--- config.mk ---
export PLATFORM = sky130hd
export DESIGN_NAME = seq_detector_fsm
export DESIGN_NICKNAME = d
export VERILOG_FILES = /design/src/rtl/seq_detector_fsm.sv
export SDC_FILE = /design/constraint.sdc
export NUM_CORES = 1
export LEC_CHECK = 0
export ABC_CLOCK_PERIOD_IN_PS = 1700
export CORE_MARGIN = 2
export CORE_UTILIZATION = 30
export CTS_CLUSTER_SIZE = 16
export DETAILED_ROUTE_END_ITERATION = 6
export GPL_TIMING_DRIVEN = 0
export SLEW_MARGIN = 20
export SYNTH_ARGS = -nofsm -noshare
export SYNTH_HDL_FRONTEND = slang
export SYNTH_SLANG_ARGS = --single-unit
--- constraint.sdc ---
create_clock -name clk -period 1.7 [get_ports clk]
set_input_delay 0.34 -clock clk [delete_from_list [all_inputs] [get_ports clk]]
set_output_delay 0.34 -clock clk [all_outputs]
set_load 0.01 [all_outputs]
--- src/rtl/seq_detector_fsm.sv ---
// seq_detector_fsm: parametrised Mealy serial-pattern detector with run-time pattern and saturating match counter
// Optional build macro SEQDET_REG_OUT_EN: register y so it asserts one cycle after the hit edge.
module seq_detector_fsm #(
  parameter int PAT_W = 4,
  parameter int CNT_W = 8
) (
  input  logic             clk,
  input  logic             reset_n,
  input  logic             in_valid,
  input  logic             x,
  input  logic             pat_load,
  input  logic [PAT_W-1:0] pat_in,
  input  logic             overlap,
  input  logic             cnt_clr,
  output logic             y,
  output logic [CNT_W-1:0] match_cnt,
  output logic             armed
);
  localparam int FW = $clog2(PAT_W);
  typedef enum logic [1:0] {S_IDLE, S_FILL, S_RUN} state_t;
  state_t           r_state, w_state_nx;
  logic [PAT_W-1:0] r_pat, w_pat_nx, w_shift;
  logic [PAT_W-2:0] r_hist, w_hist_nx;
  logic [FW-1:0]    r_fill, w_fill_nx;
  logic [CNT_W-1:0] r_cnt, w_cnt_nx;
  logic             w_acc, w_hit;
  assign w_shift   = {r_hist, x};
  assign w_acc     = in_valid && !pat_load && r_state != S_IDLE;
  assign w_hit     = w_acc && r_state == S_RUN && w_shift == r_pat;
  assign armed     = r_state != S_IDLE;
  assign match_cnt = r_cnt;
  // next-state: pattern load wins, then accepted bits fill the history or test for a hit
  always_comb begin
    w_state_nx = r_state;
    w_pat_nx   = r_pat;
    w_hist_nx  = r_hist;
    w_fill_nx  = r_fill;
    w_cnt_nx   = cnt_clr ? '0 : (w_hit && !(&r_cnt)) ? r_cnt + 1'b1 : r_cnt;
    if (pat_load) begin
      w_pat_nx   = pat_in;
      w_hist_nx  = '0;
      w_fill_nx  = '0;
      w_state_nx = S_FILL;
    end else if (w_acc) begin
      w_hist_nx = w_shift[PAT_W-2:0];
      if (r_state == S_FILL) begin
        w_fill_nx = r_fill + 1'b1;
        if (r_fill == FW'(PAT_W-2)) w_state_nx = S_RUN;
      end else if (w_hit && !overlap) begin
        w_hist_nx  = '0;
        w_fill_nx  = '0;
        w_state_nx = S_FILL;
      end
    end
  end
  // state, pattern, history, fill and counter registers
  always_ff @(posedge clk or negedge reset_n) begin
    if (!reset_n) begin
      r_state <= S_IDLE;
      r_pat   <= '0;
      r_hist  <= '0;
      r_fill  <= '0;
      r_cnt   <= '0;
    end else begin
      r_state <= w_state_nx;
      r_pat   <= w_pat_nx;
      r_hist  <= w_hist_nx;
      r_fill  <= w_fill_nx;
      r_cnt   <= w_cnt_nx;
    end
  end
`ifdef SEQDET_REG_OUT_EN
  logic r_y;
  // registered match pulse, one cycle after the hit edge
  always_ff @(posedge clk or negedge reset_n) begin
    if (!reset_n) r_y <= 1'b0;
    else          r_y <= w_hit;
  end
  assign y = r_y;
`else
  assign y = w_hit;
`endif
endmodule

# Word-level counts from Yosys, hierarchy flattened

Cells that the tools add are included.
W data, S select, Z words.

Add/sub/neg operators: 2
Reductions and logical operators: 16
Order comparisons: 0
Muxes and demuxes: 15
Multipliers: 0
Divide/modulo/power cells: 0
Bitwise operators: 0
Shift operators: 0
Equality and inequality tests: 5

Operators with widths:

| operator              | number |
|---|---|
| $mux W2               | 9 |
| $mux W8               | 2 |
| $mux W3               | 4 |
| $add A8 B1 Y8 const B | 1 |
| $reduce_and A8 Y1     | 1 |
| $logic_and A1 B1 Y1   | 6 |
| $reduce_bool A2 Y1    | 3 |
| $eq A2 B2 Y1 const B  | 2 |
| $eq A4 B4 Y1          | 1 |
| $logic_not A1 Y1      | 3 |
| $ne A3 B2 Y1 const B  | 1 |
| $reduce_and A3 Y1     | 1 |
| $reduce_bool A3 Y1    | 1 |
| $add A2 B1 Y2 const B | 1 |
| $eq A2 B1 Y1 const B  | 1 |
| $reduce_and A2 Y1     | 1 |

Memory bits (read-only): 0
Memory bits (writable): 0
Bits in registers: 19
Bits of input ports: 11
Output and inout bits: 10
Bits in latches: 0
Word-level logic and storage cells: 43
Memories: 0

# Logic depth before layout (Yosys ltp)

Depth after elaboration: 10
Gate-level depth with buffers: 6
Mapped depth without buffers: 6

# Worst setup path before layout

OpenSTA, ideal clock, no wires.

Path type: register to register
From: register r_cnt[0], in the netlist match_cnt[0]
To: register r_cnt[7], in the netlist match_cnt[7]
Clock period less this slack: 1505 ps
Stages on the path, launching flop included: 7
Setup slack: 195 ps
Setup time: 74 ps
Data arrival time: 1432 ps
Buffers on the path: 0
Data required time: 1626 ps
Cell sequence: dfrtp_1 ha_1 nand3_1 o211ai_4 nor2_2 a21bo_1 a21oi_2

Word-level cells in the longest chain between the ends: 4
Elaborated cells on any way between the ends: 7
Classes of those cells: add/sub: 1; mux: 2; reduce/logical: 4

RTL lines:

| item                                                  | line | source |
|---|---|---|
| start, declared                                       | 25   | `logic [CNT_W-1:0] r_cnt, w_cnt_nx;` |
| start signal, assigned                                | 69   | `r_cnt <= w_cnt_nx;` |
| branches (longest 4 deep; another with $add A8 B1 Y8) | --   |  |

Several ways; the timed one is not identified. The select of a mux whose other input is x is not followed.
A chain may end at the register's enable or synchronous reset.

# Worst setup path after layout

From: register r_state[0]
To: output y

Word-level cells in the longest chain between the ends: 4
Elaborated cells on any way between the ends: 5
Classes of those cells: eq/ne: 1; reduce/logical: 4

RTL lines:

| item                                 | line | source |
|---|---|---|
| start, declared                      | 21   | `state_t r_state, w_state_nx;` |
| start signal, assigned               | 65   | `r_state <= w_state_nx;` |
| $reduce_bool A2 Y1                   | 28   | `assign w_acc = in_valid && !pat_load && r_state != S_IDLE;` |
| $logic_and A1 B1 Y1                  | 28   |  |
| $logic_and A1 B1 Y1 (*) (2 in a row) | 29   | `assign w_hit = w_acc && r_state == S_RUN && w_shift == r_pat;` |
| end, declared                        | 15   | `output logic y,` |

Mark *: on every way between the ends. The rest lies on a longest branch, timed or not.

==> flow_summary.toml <==
[outcome]
status = "completed"

[timing]
slew_viol_final = 0
relSlewSlack_pct = 40.3
tightest_slew_ps = 893
hold_violations = 0
period_needed_ps = 1690
setup_viol = 0
rsz0062_at_grt = "yes"
tns_ps = 0
final.period_utilization_pct = 99.5
clock.fmax_mhz = 591
finClkSkew_ps = 2.86

[cts]
clkSinkCount = 19
root_buffer = "clkbuf_4"
ctsHtreeMaxLevel = 1
numCtsBuffers = 3
worstSkewPairLatency_ps = 300
cts_tree = "done"
clock_path_buffers = 2
hold_buffers = 0
clkSlewWorstSetupHoldPaths_ps = 110

[final_layout]
fillCellCount = 341
nets = 141
multi_input_comb_area_sq_um = 587
final_area_sq_mm = 0.00144
diodes = 0
regArea_sq_um = 480
syn_to_final_growth_pct = 34.1
fin_cells = 173
final_util_pct = 42.5
drive_above_1_share_pct = 29.9

[die]
die_h_um = 63.8
die_x_um = 63.8
rows = 21
die_area_sq_mm = 0.00407
ios = 21
core-area_sq_mm = 0.00339
initial_core_util_pct = 31.7

[logic_synthesis]
post-synth-top-area-cell = "dfrtp_1"
ys.flop_type = "dfrtp_1"
yosys.area.top_type_share_pct = 44.3
synth-edff-count = 0
seq_area_frac_synth_pct = 44.3
synth_fp_nets = 109
syn_avg_cell_area_sq_um = 11.2
yosys_warnings = 0
syn_area_sq_mm = 0.00107
synth-seq-cells = 19
syn_inst = 96
synth.top_cells.by_area = "dfrtp_1, xnor2_1, xnor2_2"
postSynth.asyncResetShare_pct = 100
ys_types = 32

[worst_setup_path]
critPathKind = "flop to output pin"
slowest_stage = "dfrtp_1"
worstPathCellList = "and4bb_2 -> nand2_2 -> nor2_1 -> buf_2"
max_stage_delay_ps = 420
endpoint_kind = "output pin"
crit_required_ps = 1360
crit_fanout = 4
cp.arrival_ps = 1350
start_kind = "flop"

[place]
dp.cells = 161
placement.io_buffers = 19
dpl-instance-area_sq_mm = 0.00132
place_hpwl_mm = 1.60
gp_congestion = 0.758

[routing]
firstDrtPassIters = 6
finalWirelength_mm = 2.35
drt_iter0_markers = 37
wl_per_cell_um = 13.6
drc_errors = 0
antenna_left = 0
via_per_inst = 4.71
vias = 814

[power]
leakage_nw = 0.603
power_density_mw_per_mm2 = 608
peakVddDrop_uv = 425

[grt]
gr-total-overflow = 0
antenna_found_initial = 0
grt_pass1_vias = 889
grt_pass1_wl_mm = 3.91
grt_usage_pct = 12.2
grt_max_degree = 20

[worst_hold_path]
min_path_type = "input pin to flop"

[flow_run]
maxCapViolCount = 0
-- worst max-delay path: cells and delay by family, from the launching register on --
family,cells,cell delay (ps)
and+or+nand+nor,3,490
DFF,1,420
buffers and inverters,1,130
-- registers in the layout, indices dropped and copies added, names as in the netlist --
name / count
r_state: 2
match_cnt: 8
r_hist: 3
r_pat: 4
r_fill: 2
-- cell type report --
cell class	instances	area share (%)
timing repair buffer	27	17.6
buffer	2	0.521
sequential	19	33.4
tap	46	4.00
inverter	7	1.82
multi-input combinational	68	40.7
clock inverter	1	0.348
clock buffer	3	1.56
-- cell usage after synthesis, types with 2 or more instances --
| master | count |
|---|---|
| mux2_2 | 4 |
| xnor2_2 | 3 |
| xnor2_1 | 6 |
| nor3_2 | 2 |
| nand3_1 | 7 |
| nand2_1 | 8 |
| nor2_1 | 10 |
| a21oi_1 | 3 |
| o21ai_0 | 3 |
| inv_1 | 7 |
| ha_1 | 2 |
| dfrtp_1 | 19 |
| o32ai_1 | 3 |
-- power breakdown --
group | internal, mW | total [mW] | switching [mW]
Combinational | 0.0705 | 0.149 | 0.0781
Sequential | 0.472 | 0.492 | 0.0206
Clock | 0.0877 | 0.235 | 0.148
-- cell families (layout without fill, tap and decap cells) --
kind of cell	count (synthesis)	count (layout)	synth area share, %
AO/OA/AOI/OAI	16	16	13.2
XOR/XNOR	10	10	12.0
adder cells (fa/ha/maj)	2	2	2.33
buffers and inverters	9	40	3.15
flip-flops	19	19	44.3
multiplexers	4	4	4.20
AND/OR/NAND/NOR	36	36	20.9
-- final timing paths --
check | start | to | slack [ps] | cells after the start
setup reg to reg | r_state[0]$_DFFE_PN0P_ | match_cnt[5]$_DFFE_PN0P_ | 40 | 7
hold / removal | cnt_clr | match_cnt[0]$_DFFE_PN0P_ | 400 | 2
max in group asynchronous | reset_n | match_cnt[5]$_DFFE_PN0P_ | 560 | 1
setup / recovery | r_state[0]$_DFFE_PN0P_ | y | 8 | 4
hold reg to reg | r_state[0]$_DFFE_PN0P_ | r_state[0]$_DFFE_PN0P_ | 560 | 1
min in group asynchronous | reset_n | r_pat[0]$_DFFE_PN0P_ | 530 | 1
-- placed cells by master (no fill, tap or decap), types with 2 or more instances in the layout --
master | netlist | routed
clkdlybuf4s50_1 | 0 | 15
dfrtp_1 | 19 | 15
nor2_1 | 10 | 10
inv_1 | 7 | 7
nand2_1 | 8 | 7
nand3_1 | 7 | 7
buf_4 | 0 | 7
xnor2_1 | 6 | 6
mux2_2 | 4 | 4
dfrtp_2 | 0 | 4
xnor2_2 | 3 | 3
o21ai_0 | 3 | 3
a21oi_1 | 3 | 3
o32ai_1 | 3 | 3
clkbuf_4 | 0 | 3
dlygate4sd2_1 | 0 | 3
nor3_2 | 2 | 2
nor4_4 | 1 | 2
ha_1 | 2 | 2
-- routing by layer --
metal	up-vias	global-route usage, %	share of wire (%)	routed length, um
li1	398	-	-	-
met1	392	14.7	44	1040
met2	22	21.5	50	1180
met3	2	3.87	4.9	114
met4	0	1.63	0.47	11
met5	-	0	0	0
-- what timing repair did --
item | 4_1_cts | 5_1_grt
setup endpoints to repair | 3 | 10
gates resized for setup | 9 | 6
cloned | 0 | 0
pin swaps | 2 | 6
setup buffers | 2 | 6
-- stage by stage --
step	power [mW]	hold slack [ps]	setup slack, ps
floorplan	0.593	44.4	195
global placement	0.643	537	-571
detailed placement	0.647	537	-603
CTS	0.890	408	-22.0
global route	0.934	409	-87.7
finish	0.876	400	8.46
Power figures use the tool's default switching activity.
